File: src/rtl/ngp_writeback_if.sv
// Bundle between execute, the writeback/commit stage and the data-memory write port.
// The master side drives the instruction and memory-ready signals; the slave side is the commit stage.
interface ngp_writeback_if #(
    parameter int unsigned WIDTH = 16,
    parameter int unsigned CNT_W = 32
);
    logic             in_valid;
    logic             in_ready;
    logic             is_alu;
    logic [WIDTH-1:0] imm;
    logic [WIDTH-1:0] result;
    logic [2:0]       dst;
    logic             jmp;
    logic [WIDTH-1:0] a_reg;
    logic [WIDTH-1:0] d_reg;
    logic [WIDTH-1:0] pc;
    logic             mem_wr_valid;
    logic             mem_wr_ready;
    logic [WIDTH-1:0] mem_wr_addr;
    logic [WIDTH-1:0] mem_wr_data;
    logic [CNT_W-1:0] retired;

    modport master (
        output in_valid, is_alu, imm, result, dst, jmp, mem_wr_ready,
        input  in_ready, a_reg, d_reg, pc, mem_wr_valid, mem_wr_addr, mem_wr_data, retired
    );

    modport slave (
        input  in_valid, is_alu, imm, result, dst, jmp, mem_wr_ready,
        output in_ready, a_reg, d_reg, pc, mem_wr_valid, mem_wr_addr, mem_wr_data, retired
    );
endinterface

File: src/rtl/ngp_writeback.sv
// Commit stage: owns architectural A, D and PC, issues *A writes over valid/ready and
// stalls execute until each write is accepted. Also counts retired instructions.
module ngp_writeback #(
    parameter int unsigned      WIDTH    = 16,
    parameter logic [WIDTH-1:0] RESET_PC = '0,
    parameter int unsigned      CNT_W    = 32
) (
    input logic            clk,
    input logic            rst_n,
    ngp_writeback_if.slave wb
);

    localparam logic [WIDTH-1:0] One    = WIDTH'(1);
    localparam logic [CNT_W-1:0] CntOne = CNT_W'(1);

    typedef enum logic {StRun, StMemWait} state_e;

    state_e state_q, state_d;

    logic [WIDTH-1:0] a_q, a_d;
    logic [WIDTH-1:0] d_q, d_d;
    logic [WIDTH-1:0] pc_q, pc_d;
    logic [WIDTH-1:0] addr_q, addr_d;
    logic [WIDTH-1:0] data_q, data_d;
    logic [CNT_W-1:0] ret_q, ret_d;

    logic accept;
    assign accept = wb.in_valid && (state_q == StRun);

    always_ff @(posedge clk or negedge rst_n) begin
        if (!rst_n) begin
            state_q <= StRun;
        end else begin
            state_q <= state_d;
        end
    end

    always_comb begin
        state_d = state_q;
        unique case (state_q)
            StRun:     if (accept && wb.is_alu && wb.dst[0]) state_d = StMemWait;
            StMemWait: if (wb.mem_wr_ready) state_d = StRun;
        endcase
    end

    always_comb begin
        wb.in_ready     = (state_q == StRun);
        wb.mem_wr_valid = (state_q == StMemWait);
    end

    // All updates read pre-edge register values; the write address is A before this instruction.
    always_comb begin
        a_d    = a_q;
        d_d    = d_q;
        pc_d   = pc_q;
        addr_d = addr_q;
        data_d = data_q;
        ret_d  = ret_q;
        if (accept) begin
            ret_d = ret_q + CntOne;
            if (!wb.is_alu) begin
                a_d  = wb.imm;
                pc_d = pc_q + One;
            end else begin
                if (wb.dst[2]) a_d = wb.result;
                if (wb.dst[1]) d_d = wb.result;
                if (wb.dst[0]) begin
                    addr_d = a_q;
                    data_d = wb.result;
                end
                pc_d = wb.jmp ? a_q : (pc_q + One);
            end
        end
    end

    always_ff @(posedge clk or negedge rst_n) begin
        if (!rst_n) begin
            a_q    <= '0;
            d_q    <= '0;
            pc_q   <= RESET_PC;
            addr_q <= '0;
            data_q <= '0;
            ret_q  <= '0;
        end else begin
            a_q    <= a_d;
            d_q    <= d_d;
            pc_q   <= pc_d;
            addr_q <= addr_d;
            data_q <= data_d;
            ret_q  <= ret_d;
        end
    end

    assign wb.a_reg       = a_q;
    assign wb.d_reg       = d_q;
    assign wb.pc          = pc_q;
    assign wb.mem_wr_addr = addr_q;
    assign wb.mem_wr_data = data_q;
    assign wb.retired     = ret_q;

endmodule

File: src/flat_wrapper.sv
// flat-port wrapper written by rule: the top's interface ports become plain ports
module ngp_writeback_flat 
#(
    parameter int unsigned      WIDTH    = 16,
    parameter logic [WIDTH-1:0] RESET_PC = '0,
    parameter int unsigned      CNT_W    = 32
)
  (clk, rst_n, wb_in_valid, wb_is_alu, wb_imm, wb_result, wb_dst, wb_jmp, wb_mem_wr_ready, wb_in_ready, wb_a_reg, wb_d_reg, wb_pc, wb_mem_wr_valid, wb_mem_wr_addr, wb_mem_wr_data, wb_retired);
  ngp_writeback_if #(.WIDTH(WIDTH), .CNT_W(CNT_W)) wb_i ();
  input logic clk;
  input logic rst_n;
  input wire logic [$bits(wb_i.in_valid)-1:0] wb_in_valid;
  input wire logic [$bits(wb_i.is_alu)-1:0] wb_is_alu;
  input wire logic [$bits(wb_i.imm)-1:0] wb_imm;
  input wire logic [$bits(wb_i.result)-1:0] wb_result;
  input wire logic [$bits(wb_i.dst)-1:0] wb_dst;
  input wire logic [$bits(wb_i.jmp)-1:0] wb_jmp;
  input wire logic [$bits(wb_i.mem_wr_ready)-1:0] wb_mem_wr_ready;
  output wire logic [$bits(wb_i.in_ready)-1:0] wb_in_ready;
  output wire logic [$bits(wb_i.a_reg)-1:0] wb_a_reg;
  output wire logic [$bits(wb_i.d_reg)-1:0] wb_d_reg;
  output wire logic [$bits(wb_i.pc)-1:0] wb_pc;
  output wire logic [$bits(wb_i.mem_wr_valid)-1:0] wb_mem_wr_valid;
  output wire logic [$bits(wb_i.mem_wr_addr)-1:0] wb_mem_wr_addr;
  output wire logic [$bits(wb_i.mem_wr_data)-1:0] wb_mem_wr_data;
  output wire logic [$bits(wb_i.retired)-1:0] wb_retired;
  assign wb_i.in_valid = wb_in_valid;
  assign wb_i.is_alu = wb_is_alu;
  assign wb_i.imm = wb_imm;
  assign wb_i.result = wb_result;
  assign wb_i.dst = wb_dst;
  assign wb_i.jmp = wb_jmp;
  assign wb_i.mem_wr_ready = wb_mem_wr_ready;
  assign wb_in_ready = wb_i.in_ready;
  assign wb_a_reg = wb_i.a_reg;
  assign wb_d_reg = wb_i.d_reg;
  assign wb_pc = wb_i.pc;
  assign wb_mem_wr_valid = wb_i.mem_wr_valid;
  assign wb_mem_wr_addr = wb_i.mem_wr_addr;
  assign wb_mem_wr_data = wb_i.mem_wr_data;
  assign wb_retired = wb_i.retired;
  ngp_writeback #(.WIDTH(WIDTH), .RESET_PC(RESET_PC), .CNT_W(CNT_W)) u_core (.clk(clk), .rst_n(rst_n), .wb(wb_i));
endmodule
File: config.mk
export PLATFORM = sky130hd
export DESIGN_NAME = ngp_writeback_flat
export DESIGN_NICKNAME = d
export VERILOG_FILES = /design/src/rtl/ngp_writeback_if.sv /design/src/rtl/ngp_writeback.sv /design/src/flat_wrapper.sv
export SDC_FILE = /design/constraint.sdc
export NUM_CORES = 1
export LEC_CHECK = 0
export CORE_UTILIZATION = 42
export DETAILED_ROUTE_END_ITERATION = 6
export GPL_TIMING_DRIVEN = 1
export PLACE_DENSITY = 0.76
export SLEW_MARGIN = 40
export SYNTH_ARGS = -nofsm -noshare
export SYNTH_HDL_FRONTEND = slang
export SYNTH_SLANG_ARGS = --single-unit
File: constraint.sdc
create_clock -name clk -period 1.8 [get_ports clk]
set_clock_uncertainty 0.2 [all_clocks]
set_input_delay 0.36 -clock clk [delete_from_list [all_inputs] [get_ports clk]]
set_output_delay 0.36 -clock clk [all_outputs]
set_load 0.005 [all_outputs]
==> results of run 1 <==
[power groups by stage]
stage	clock network, W	registers, W	logic, W
after CTS	0.00321	0.00343	0.00279
after floorplan	0	0.00359	0.000873
after global placement	0	0.00354	0.00270
final	0.00317	0.00344	0.00294
after global routing	0.00332	0.00351	0.00318
after detailed placement	0	0.00357	0.00275
[synth_stat cells (all sizes together) (4+ instances only)]
cell type / count / share of area (%)
a22oi: 5 / 0.75
inv: 4 / 0.30
a21oi: 27 / 2.7
o22ai: 5 / 0.62
and3: 5 / 0.65
nand4: 19 / 2.9
nor4: 5 / 1.1
mux2: 48 / 11
xnor2: 27 / 4.7
and4: 6 / 1.0
a2bb2oi: 4 / 0.70
nand3: 23 / 2.4
nor2: 29 / 2.2
dfrtp: 113 / 56
xor2: 4 / 0.70
o21ai: 8 / 0.80
nand2: 23 / 1.9
buf: 17 / 1.9
mux2i: 16 / 3.2
[worst register-to-register path, stage by stage, from the launching register on]
cell,delay (ps)
dfrtp_1,360
buf_6,120
nand4_4,160
nor4_4,410
buf_4,220
nand3_1,100
xnor2_1,140
[logic make-up (layout without fill, tap and decap cells)]
family,count (synthesis),count (layout),share of synthesized area (%)
adders and majority gates,2,2,0.500
DFF,113,113,56.5
AOI/OAI and AO/OA,58,58,7.07
xor gates and xnor gates,31,31,5.42
muxes,64,64,14.0
and+or+nand+nor,124,124,14.1
buffers and inverters,24,308,2.45
[metrics by stage]
stage	setup slack, ps	total power, W	cell area, µm²	instances	utilization (%)
4_1_cts	0.179	0.00942	7980	834	69.3
3_3_place_gp	-385	0.00624	7110	747	61.7
3_5_place_dp	-422	0.00632	7110	747	61.7
6_report	-26.3	0.00955	8230	843	71.5
2_1_floorplan	35.6	0.00446	5010	416	-
5_1_grt	-142	0.0100	8230	843	71.5
[final cells by class]
| type | count | area share [%] |
|---|---|---|
| Clock inverter | 7 | 1.03 |
| Timing Repair Buffer | 274 | 29.4 |
| Clock buffer | 23 | 5.68 |
| Tap cell | 143 | 2.17 |
| Sequential cell | 113 | 34.4 |
| Inverter | 4 | 0.182 |
| Multi-Input combinational cell | 279 | 27.1 |
[repair_timing]
action                     4_1_cts  5_1_grt
hold buffers                     1        0
gates cloned                     0        1
setup buffers                   56        9
gates resized for setup        127       41
pin swaps                        2       25
setup endpoints to repair      116       53
hold endpoints to repair        23        0
[layer usage]
| metal | part of all wire, % | wire length (µm) | track usage (%) |
|---|---|---|---|
| met1 | 40 | 6260 | 30.8 |
| met2 | 50 | 7740 | 43.6 |
| met3 | 7.9 | 1230 | 9.90 |
| met4 | 2.1 | 329 | 10.3 |
| met5 | 0 | 0 | 0 |
[worst paths after layout]
kind / start / depth (start not counted) / slack, ps / endpoint
setup / recovery: u_core.wb.retired[6] / 6 / -30 / u_core.wb.retired[27]
hold / removal: rst_n / 2 / 240 / u_core.wb.retired[6]
setup reg to reg: u_core.wb.retired[6] / 6 / -30 / u_core.wb.retired[27]
hold reg to reg: u_core.wb.retired[31] / 1 / 270 / u_core.wb.retired[31]
max in group asynchronous: rst_n / 3 / 590 / u_core.wb.mem_wr_data[0]
min in group clk: u_core.wb.retired[31] / 1 / 270 / u_core.wb.retired[31]
==> results.json, run 1 <==
{
  "internal-power_w": 0.00684,
  "final_max_slew_viol_count": 0,
  "yosysSeqAreaShare_pct": 56.5,
  "synth_nets": 459,
  "globalplace.congestion": 0.843,
  "rows": 39,
  "slowest_delay_ps": 410,
  "cts.clk_slew.worst_paths_ps": 50,
  "hold_viol": 0,
  "register_area_um2": 2830,
  "status": "finished with violations",
  "n_fill_cell": 809,
  "drv_cap": 0,
  "setup_viol": 8,
  "num_io_pins": 155,
  "relSlewSlack_pct": 71.9,
  "cp.required_ps": 1880,
  "layout_commonest_cell": "dlygate4sd2_1",
  "grt_start_max_net_pins": 28,
  "synth_edf_count": 0,
  "tritoncts": "done",
  "cp_top_family": "simple AND/OR/NAND/NOR gates",
  "dr.pass1.iters": 6,
  "hp-class": "input port to asynchronous set/reset pin",
  "synth-seq-cells": 113,
  "drc": 18,
  "clock-root-buffer": "clkbuf_16",
  "setup.worst_path.end_class": "register",
  "comb_power_share_pct": 30.7,
  "clkPwrFrac_pct": 33.2,
  "sequentialPowerShare_pct": 36.0,
  "postRouteAntennaNets": 0,
  "finalCriticalPeriod_ps": 1830,
  "grt.overflow.total": 0,
  "multi_input_area_um2": 2230,
  "via_count": 4544,
  "fin_hold_ws_ps": 241,
  "wl_per_cell_um": 18.5,
  "rsz0062_at_grt": "yes",
  "grt_pass1_wl_mm": 25.1,
  "largest_register_ffs": 32,
  "syn_to_final_growth_pct": 64.4,
  "die_y_um": 111,
  "max-vdd-ir-drop_v": 0.000714,
  "grt_pass1_vias": 4812,
  "final_layout_size_suffix_gt1_share_pct": 33.6,
  "insertion_delay_ps": 410,
  "port_buffers": 154,
  "antenna_cells": 0,
  "die_w_um": 111,
  "mostFrequentLayoutCells": "dlygate4sd2_1, dfrtp_1, buf_4",
  "start_kind": "register",
  "cts_made_buffers": 17,
  "setup_tns_ps": -119,
  "h-tree-depth": 4,
  "syn_inst": 416,
  "layout.nets": 732,
  "cp.arrival_ps": 1910,
  "viasPerCell": 5.39,
  "clock_sinks": 113,
  "path_class": "register to register",
  "coreArea_um2": 11500,
  "drtIter0Drc": 289,
  "swShare_pct": 28.4,
  "routed_wl_mm": 15.6,
  "synth_ff_type": "dfrtp_1",
  "p_sw_w": 0.00272,
  "avgSynthCellArea_um2": 12.0,
  "die_area_um2": 12400,
  "antenna_found_initial": 0,
  "worst_pin_slew_ps": 421,
  "cp_max_fo": 5,
  "start_util_pct": 43.5,
  "gr-usage-all-layers_pct": 26.3,
  "violations": "design-rule violations, negative setup slack",
  "synth_cell_types": 45,
  "p_per_area_nw_per_um2": 1160,
  "yosysWarnings": 0,
  "fin_crit_sh_pct": 101,
  "setup_slack_ps": -26.3,
  "path_cells": "buf_6 > nand4_4 > nor4_4 > buf_4 > nand3_1 > xnor2_1",
  "critPathBufInv": 2,
  "synthArstFlopShare_pct": 100,
  "max_freq_mhz": 548,
  "dp_hpwl_mm": 10.1,
  "critPathSlowestCell": "nor4_4",
  "netlist_area_um2": 5010,
  "total_leakage_power_nw": 3.88,
  "cts_buffer_depth": 2
}
Note: power is estimated with default switching activity, not from simulation.
==> run 2, diff against run 1 <==
--- a/config.mk
+++ b/config.mk
@@ -5,7 +5,8 @@
 export SDC_FILE = /design/constraint.sdc
 export NUM_CORES = 1
 export LEC_CHECK = 0
-export CORE_UTILIZATION = 42
+export ABC_AREA = 1
+export CORE_UTILIZATION = 43
 export DETAILED_ROUTE_END_ITERATION = 6
 export GPL_TIMING_DRIVEN = 1
 export PLACE_DENSITY = 0.76
==> results.json, run 2 <==
{
  "status": "complete, no violations",
  "grt_start_max_net_pins": 34,
  "routed_wl_mm": 16.7,
  "coreArea_um2": 12200,
  "r2r-end": "u_core.wb.pc[4]",
  "via_count": 5429,
  "antenna_cells": 0,
  "setup_tns_ps": 0,
  "max_freq_mhz": 568,
  "cp.required_ps": 1240,
  "ff2ff_path_depth": 8,
  "gr-usage-all-layers_pct": 27.0,
  "comb_power_share_pct": 27.5,
  "synth.top_cells.by_count": "nand2_1, dfrtp_1, inv_1",
  "synthArstFlopShare_pct": 100,
  "hold_viol": 0,
  "h-tree-depth": 4,
  "layout_commonest_cell": "nand2_1",
  "synth.most_common_cell": "nand2_1",
  "hp-class": "input port to asynchronous set/reset pin",
  "die_w_um": 114,
  "n_fill_cell": 998,
  "avgSynthCellArea_um2": 8.25,
  "synth_nets": 700,
  "yosysTopAreaCell": "dfrtp_1",
  "setup_slack_ps": 38.8,
  "synth_edf_count": 0,
  "dp_slack_ps": -197,
  "clock_sinks": 113,
  "viasPerCell": 4.99,
  "synth_cell_types": 32,
  "insertion_delay_ps": 410,
  "internal-power_w": 0.00653,
  "antenna_found_initial": 0,
  "p_sw_w": 0.00282,
  "cts_made_buffers": 17,
  "path_class": "register to output port",
  "max-vdd-ir-drop_v": 0.000714,
  "instances_no_fill": 1087,
  "rrSetupSlack_ps": 100,
  "largest_register_ffs": 32,
  "design_area_um2": 8390,
  "r2r-start": "u_core.wb.mem_wr_valid",
  "num_io_pins": 155,
  "drc": 0,
  "dpl_cell_area_um2": 7370,
  "total_leakage_power_nw": 4.44,
  "cts.clk_slew.worst_paths_ps": 60,
  "setup_viol": 0,
  "finalCriticalPeriod_ps": 1760,
  "netlist_area_um2": 5420,
  "cp_max_fo": 3,
  "die_y_um": 114,
  "dp_hpwl_mm": 11.6,
  "cp.arrival_ps": 1200,
  "cts_buffer_depth": 2,
  "yosys-top-cells-area": "dfrtp_1, nand2_1, o21ai_0",
  "setup.worst_path.end_class": "output port",
  "grt_pass1_vias": 5443,
  "rows": 40,
  "globalplace.congestion": 0.935,
  "clkPwrFrac_pct": 36.5,
  "yosysWarnings": 0,
  "layout.nets": 949,
  "drtIter0Drc": 283,
  "port_buffers": 154,
  "final_layout_size_suffix_gt1_share_pct": 17.0,
  "syn_to_final_growth_pct": 54.9,
  "synth.top_cell.area_share_pct": 52.2,
  "final_max_slew_viol_count": 0,
  "dr.pass1.iters": 5,
  "dpl.cell_count": 989,
  "yosysSeqAreaShare_pct": 52.2,
  "drv_cap": 0,
  "postRouteAntennaNets": 0,
  "start_kind": "register",
  "sequentialPowerShare_pct": 35.9,
  "fin_crit_sh_pct": 97.8,
  "fin_util_pct": 69.0,
  "clock-root-buffer": "clkbuf_16",
  "synth_ff_type": "dfrtp_1",
  "wl_per_cell_um": 15.4,
  "worst_pin_slew_ps": 365,
  "p_per_area_nw_per_um2": 1110,
  "die_area_um2": 13100,
  "grt.overflow.total": 0,
  "tritoncts": "done",
  "syn_inst": 657,
  "grt_pass1_wl_mm": 26.8,
  "start_util_pct": 44.6,
  "relSlewSlack_pct": 75.7,
  "mostFrequentLayoutCells": "nand2_1, dlygate4sd2_1, dfrtp_1",
  "synth-seq-cells": 113,
  "swShare_pct": 30.2
}
run 2: changes by cell type in the layout (fill, tap and decap cells not counted), sizes merged, moves of 9 or more:
cell and change:
mux2 -48, a21oi -13, nor2 +21, buf -20, o21ai +74, nand4 -9
inv +80, xor2 +9, o211ai +13, nand2 +172, mux2i -16, xnor2 -19
run 2: cell families (layout without fill, tap and decap cells):
family,Yosys count,in the layout,synth area share [%]
flip-flops,113,113,52.2
AND/OR/NAND/NOR,296,296,24.3
adder cells (fa/ha/maj),2,2,0.462
buffers and inverters,108,370,7.92
AO/OA/AOI/OAI,117,117,11.8
XOR/XNOR,21,21,3.39
run 2: final cells by class:
cell class	count	area, µm²	area share, %
clock buffers	19	443	5.28
clock inverters	13	163	1.94
inverters	84	315	3.76
multi-input cells	436	2210	26.4
flip-flops and latches	113	2830	33.7
well taps	168	210	2.50
repair buffers	254	2220	26.4
run 2: metal layers:
metal	GRT usage, %	routed length (µm)	part of all wire (%)	vias up
met5	0	0	0	-
met4	7.71	314	1.9	0
met3	9.11	1320	7.9	31
met2	48.2	8720	52	236
met1	30.6	6360	38	2565
li1	-	-	-	2597
run 2: per-stage QoR:
step                      hold slack [ps]  total power (W)
after floorplan                      -136          0.00430
after global placement               98.1          0.00580
after detailed placement              102          0.00587
after CTS                             222          0.00927
after global routing                  242          0.00986
final                                 211          0.00935
run 2: worst max path at each step:
| stage | cells past startpoint | from | slack (ps) | end |
|---|---|---|---|---|
| after floorplan | 8 | u_core.wb.retired[0] | 170 | u_core.wb.retired[30] |
| after global placement | 8 | wb_in_valid | -180 | u_core.wb.retired[29] |
| after detailed placement | 8 | wb_in_valid | -200 | u_core.wb.retired[29] |
| after CTS | 2 | u_core.wb.pc[0] | 30 | wb_pc[0] |
| after global routing | 9 | u_core.wb.mem_wr_valid | -10 | u_core.wb.retired[29] |
| final | 2 | u_core.wb.pc[0] | 40 | wb_pc[0] |
run 2: timing repair:
action | in CTS | in global routing
endpoints found under the setup margin | 114 | 16
endpoints found under the hold margin | 28 | 0
gates resized for setup | 116 | 15
setup buffers | 58 | 7
pin swaps | 0 | 6
hold buffers | 1 | 0
run 2: worst max-delay path: stages (launching register included):
cell,delay (ps)
dfrtp_1,380
buf_4,140
dlygate4sd2_1,270
run 2: power by group through the flow:
stage	sequential (W)	combinational [W]	clock [W]
2_1_floorplan	0.00347	0.000837	0
3_3_place_gp	0.00348	0.00232	0
3_5_place_dp	0.00350	0.00238	0
4_1_cts	0.00335	0.00248	0.00344
5_1_grt	0.00341	0.00285	0.00359
6_report	0.00336	0.00257	0.00342
==> run 3, diff against run 2 <==
--- a/config.mk
+++ b/config.mk
@@ -6,10 +6,11 @@
 export NUM_CORES = 1
 export LEC_CHECK = 0
 export ABC_AREA = 1
+export CAP_MARGIN = 20
 export CORE_UTILIZATION = 43
 export DETAILED_ROUTE_END_ITERATION = 6
 export GPL_TIMING_DRIVEN = 1
-export PLACE_DENSITY = 0.76
+export PLACE_DENSITY_LB_ADDON = 0.1
 export SLEW_MARGIN = 40
 export SYNTH_ARGS = -nofsm -noshare
 export SYNTH_HDL_FRONTEND = slang
==> results.json, run 3 (synthesis gave the netlist of run 2 again) <==
{
  "status": "complete, no violations",
  "setup_tns_ps": 0,
  "internal-power_w": 0.00661,
  "finalCriticalPeriod_ps": 1760,
  "insertion_delay_ps": 420,
  "design_area_um2": 8440,
  "cp.arrival_ps": 1200,
  "h-tree-depth": 4,
  "die_y_um": 114,
  "path_cells": "buf_4 > dlygate4sd2_1",
  "antenna_found_initial": 0,
  "dr.pass1.iters": 5,
  "grt_pass1_vias": 5361,
  "grt.overflow.total": 0,
  "dpl.cell_count": 989,
  "port_buffers": 154,
  "drv_cap": 0,
  "worst_pin_slew_ps": 384,
  "final_layout_size_suffix_gt1_share_pct": 17.5,
  "swShare_pct": 29.6,
  "critPathBufInv": 2,
  "drtIter0Drc": 348,
  "dpl_cell_area_um2": 7380,
  "setup.worst_path.end_class": "output port",
  "sequentialPowerShare_pct": 35.7,
  "cts.clk_slew.worst_paths_ps": 50,
  "grt_pass1_wl_mm": 26.6,
  "largest_register_ffs": 32,
  "num_io_pins": 155,
  "globalplace.congestion": 0.932,
  "wl_per_cell_um": 15.4,
  "p_sw_w": 0.00278,
  "instances_no_fill": 1093,
  "setup_viol": 0,
  "coreArea_um2": 12200,
  "power_w": 0.00939,
  "hp-class": "input port to asynchronous set/reset pin",
  "cp_top_family": "buffers and inverters",
  "layout.nets": 956,
  "via_count": 5363,
  "dp_hpwl_mm": 11.8,
  "total_leakage_power_nw": 4.47,
  "postRouteAntennaNets": 0,
  "fin_util_pct": 69.4,
  "mostFrequentLayoutCells": "nand2_1, dlygate4sd2_1, dfrtp_1",
  "max-vdd-ir-drop_v": 0.000806,
  "p_per_area_nw_per_um2": 1110,
  "tritoncts": "done",
  "cp_max_fo": 3,
  "fin_crit_sh_pct": 98.0,
  "path_class": "register to output port",
  "clock_sinks": 113,
  "final_max_slew_viol_count": 0,
  "syn_to_final_growth_pct": 55.7,
  "hold_viol": 0,
  "layout_commonest_cell": "nand2_1",
  "cts_buffer_depth": 2,
  "grt_start_max_net_pins": 43,
  "cp.required_ps": 1240,
  "critPathSlowestCell": "dfrtp_1",
  "die_w_um": 114,
  "routed_wl_mm": 16.9,
  "cts_made_buffers": 17,
  "start_util_pct": 44.6,
  "clkPwrFrac_pct": 36.2,
  "rows": 40,
  "clock-root-buffer": "clkbuf_16",
  "antenna_cells": 0,
  "viasPerCell": 4.91,
  "relSlewSlack_pct": 74.2,
  "gr-usage-all-layers_pct": 26.9,
  "max_freq_mhz": 567,
  "slowest_delay_ps": 380,
  "drc": 0,
  "comb_power_share_pct": 28.2,
  "start_kind": "register",
  "die_area_um2": 13100
}
-- run 3: worst paths after layout --
check                                    startpoint                  endpoint  slack (ps)  cells after the start
max                                 u_core.wb.pc[0]                  wb_pc[0]          40                      2
min                                           rst_n      u_core.wb.retired[5]         180                      2
max reg2reg                    u_core.wb.retired[1]     u_core.wb.retired[22]          40                     10
min reg2reg                u_core.wb.mem_wr_data[4]  u_core.wb.mem_wr_data[4]         280                      2
max in group asynchronous                     rst_n        u_core.wb.d_reg[8]         680                      3
min in group clk           u_core.wb.mem_wr_data[4]  u_core.wb.mem_wr_data[4]         280                      2
-- run 3: final cells by class --
| type | count | area [µm²] |
|---|---|---|
| multi-input combinational | 436 | 2200 |
| tap | 168 | 210 |
| timing repair buffer | 261 | 2280 |
| inverter | 84 | 318 |
| clock buffer | 22 | 464 |
| clock inverter | 9 | 133 |
| sequential | 113 | 2830 |
| fill | 1039 | 3730 |
-- run 3: power by group through the flow --
| stage | clock, W | sequential, W | combinational (W) |
|---|---|---|---|
| floorplan | 0 | 0.00347 | 0.000837 |
| global placement | 0 | 0.00351 | 0.00233 |
| detailed placement | 0 | 0.00352 | 0.00237 |
| CTS | 0.00343 | 0.00334 | 0.00257 |
| global route | 0.00356 | 0.00340 | 0.00292 |
| finish | 0.00340 | 0.00335 | 0.00265 |
-- run 3: what timing repair did --
action,4_1_cts,5_1_grt
buffers inserted,65,7
hold buffers,1,0
pin swaps,0,3
setup endpoints to repair,114,12
gates resized for setup,119,13
endpoints found under the hold margin,102,0
-- run 3: stage by stage --
| step | setup WS (ps) | hold slack, ps |
|---|---|---|
| final | 36.0 | 180 |
| after global routing | -38.2 | 197 |
| after detailed placement | -194 | 78.5 |
| after CTS | 15.9 | 190 |
| after floorplan | 173 | -136 |
| after global placement | -163 | 83.0 |
-- run 3: metal layers --
| layer | GRT usage (%) | vias up | wire length (µm) |
|---|---|---|---|
| li1 | - | 2609 | - |
| met5 | 0 | - | 0 |
| met3 | 8.84 | 28 | 1190 |
| met2 | 47.5 | 178 | 8700 |
| met4 | 8.92 | 0 | 315 |
| met1 | 30.6 | 2548 | 6660 |
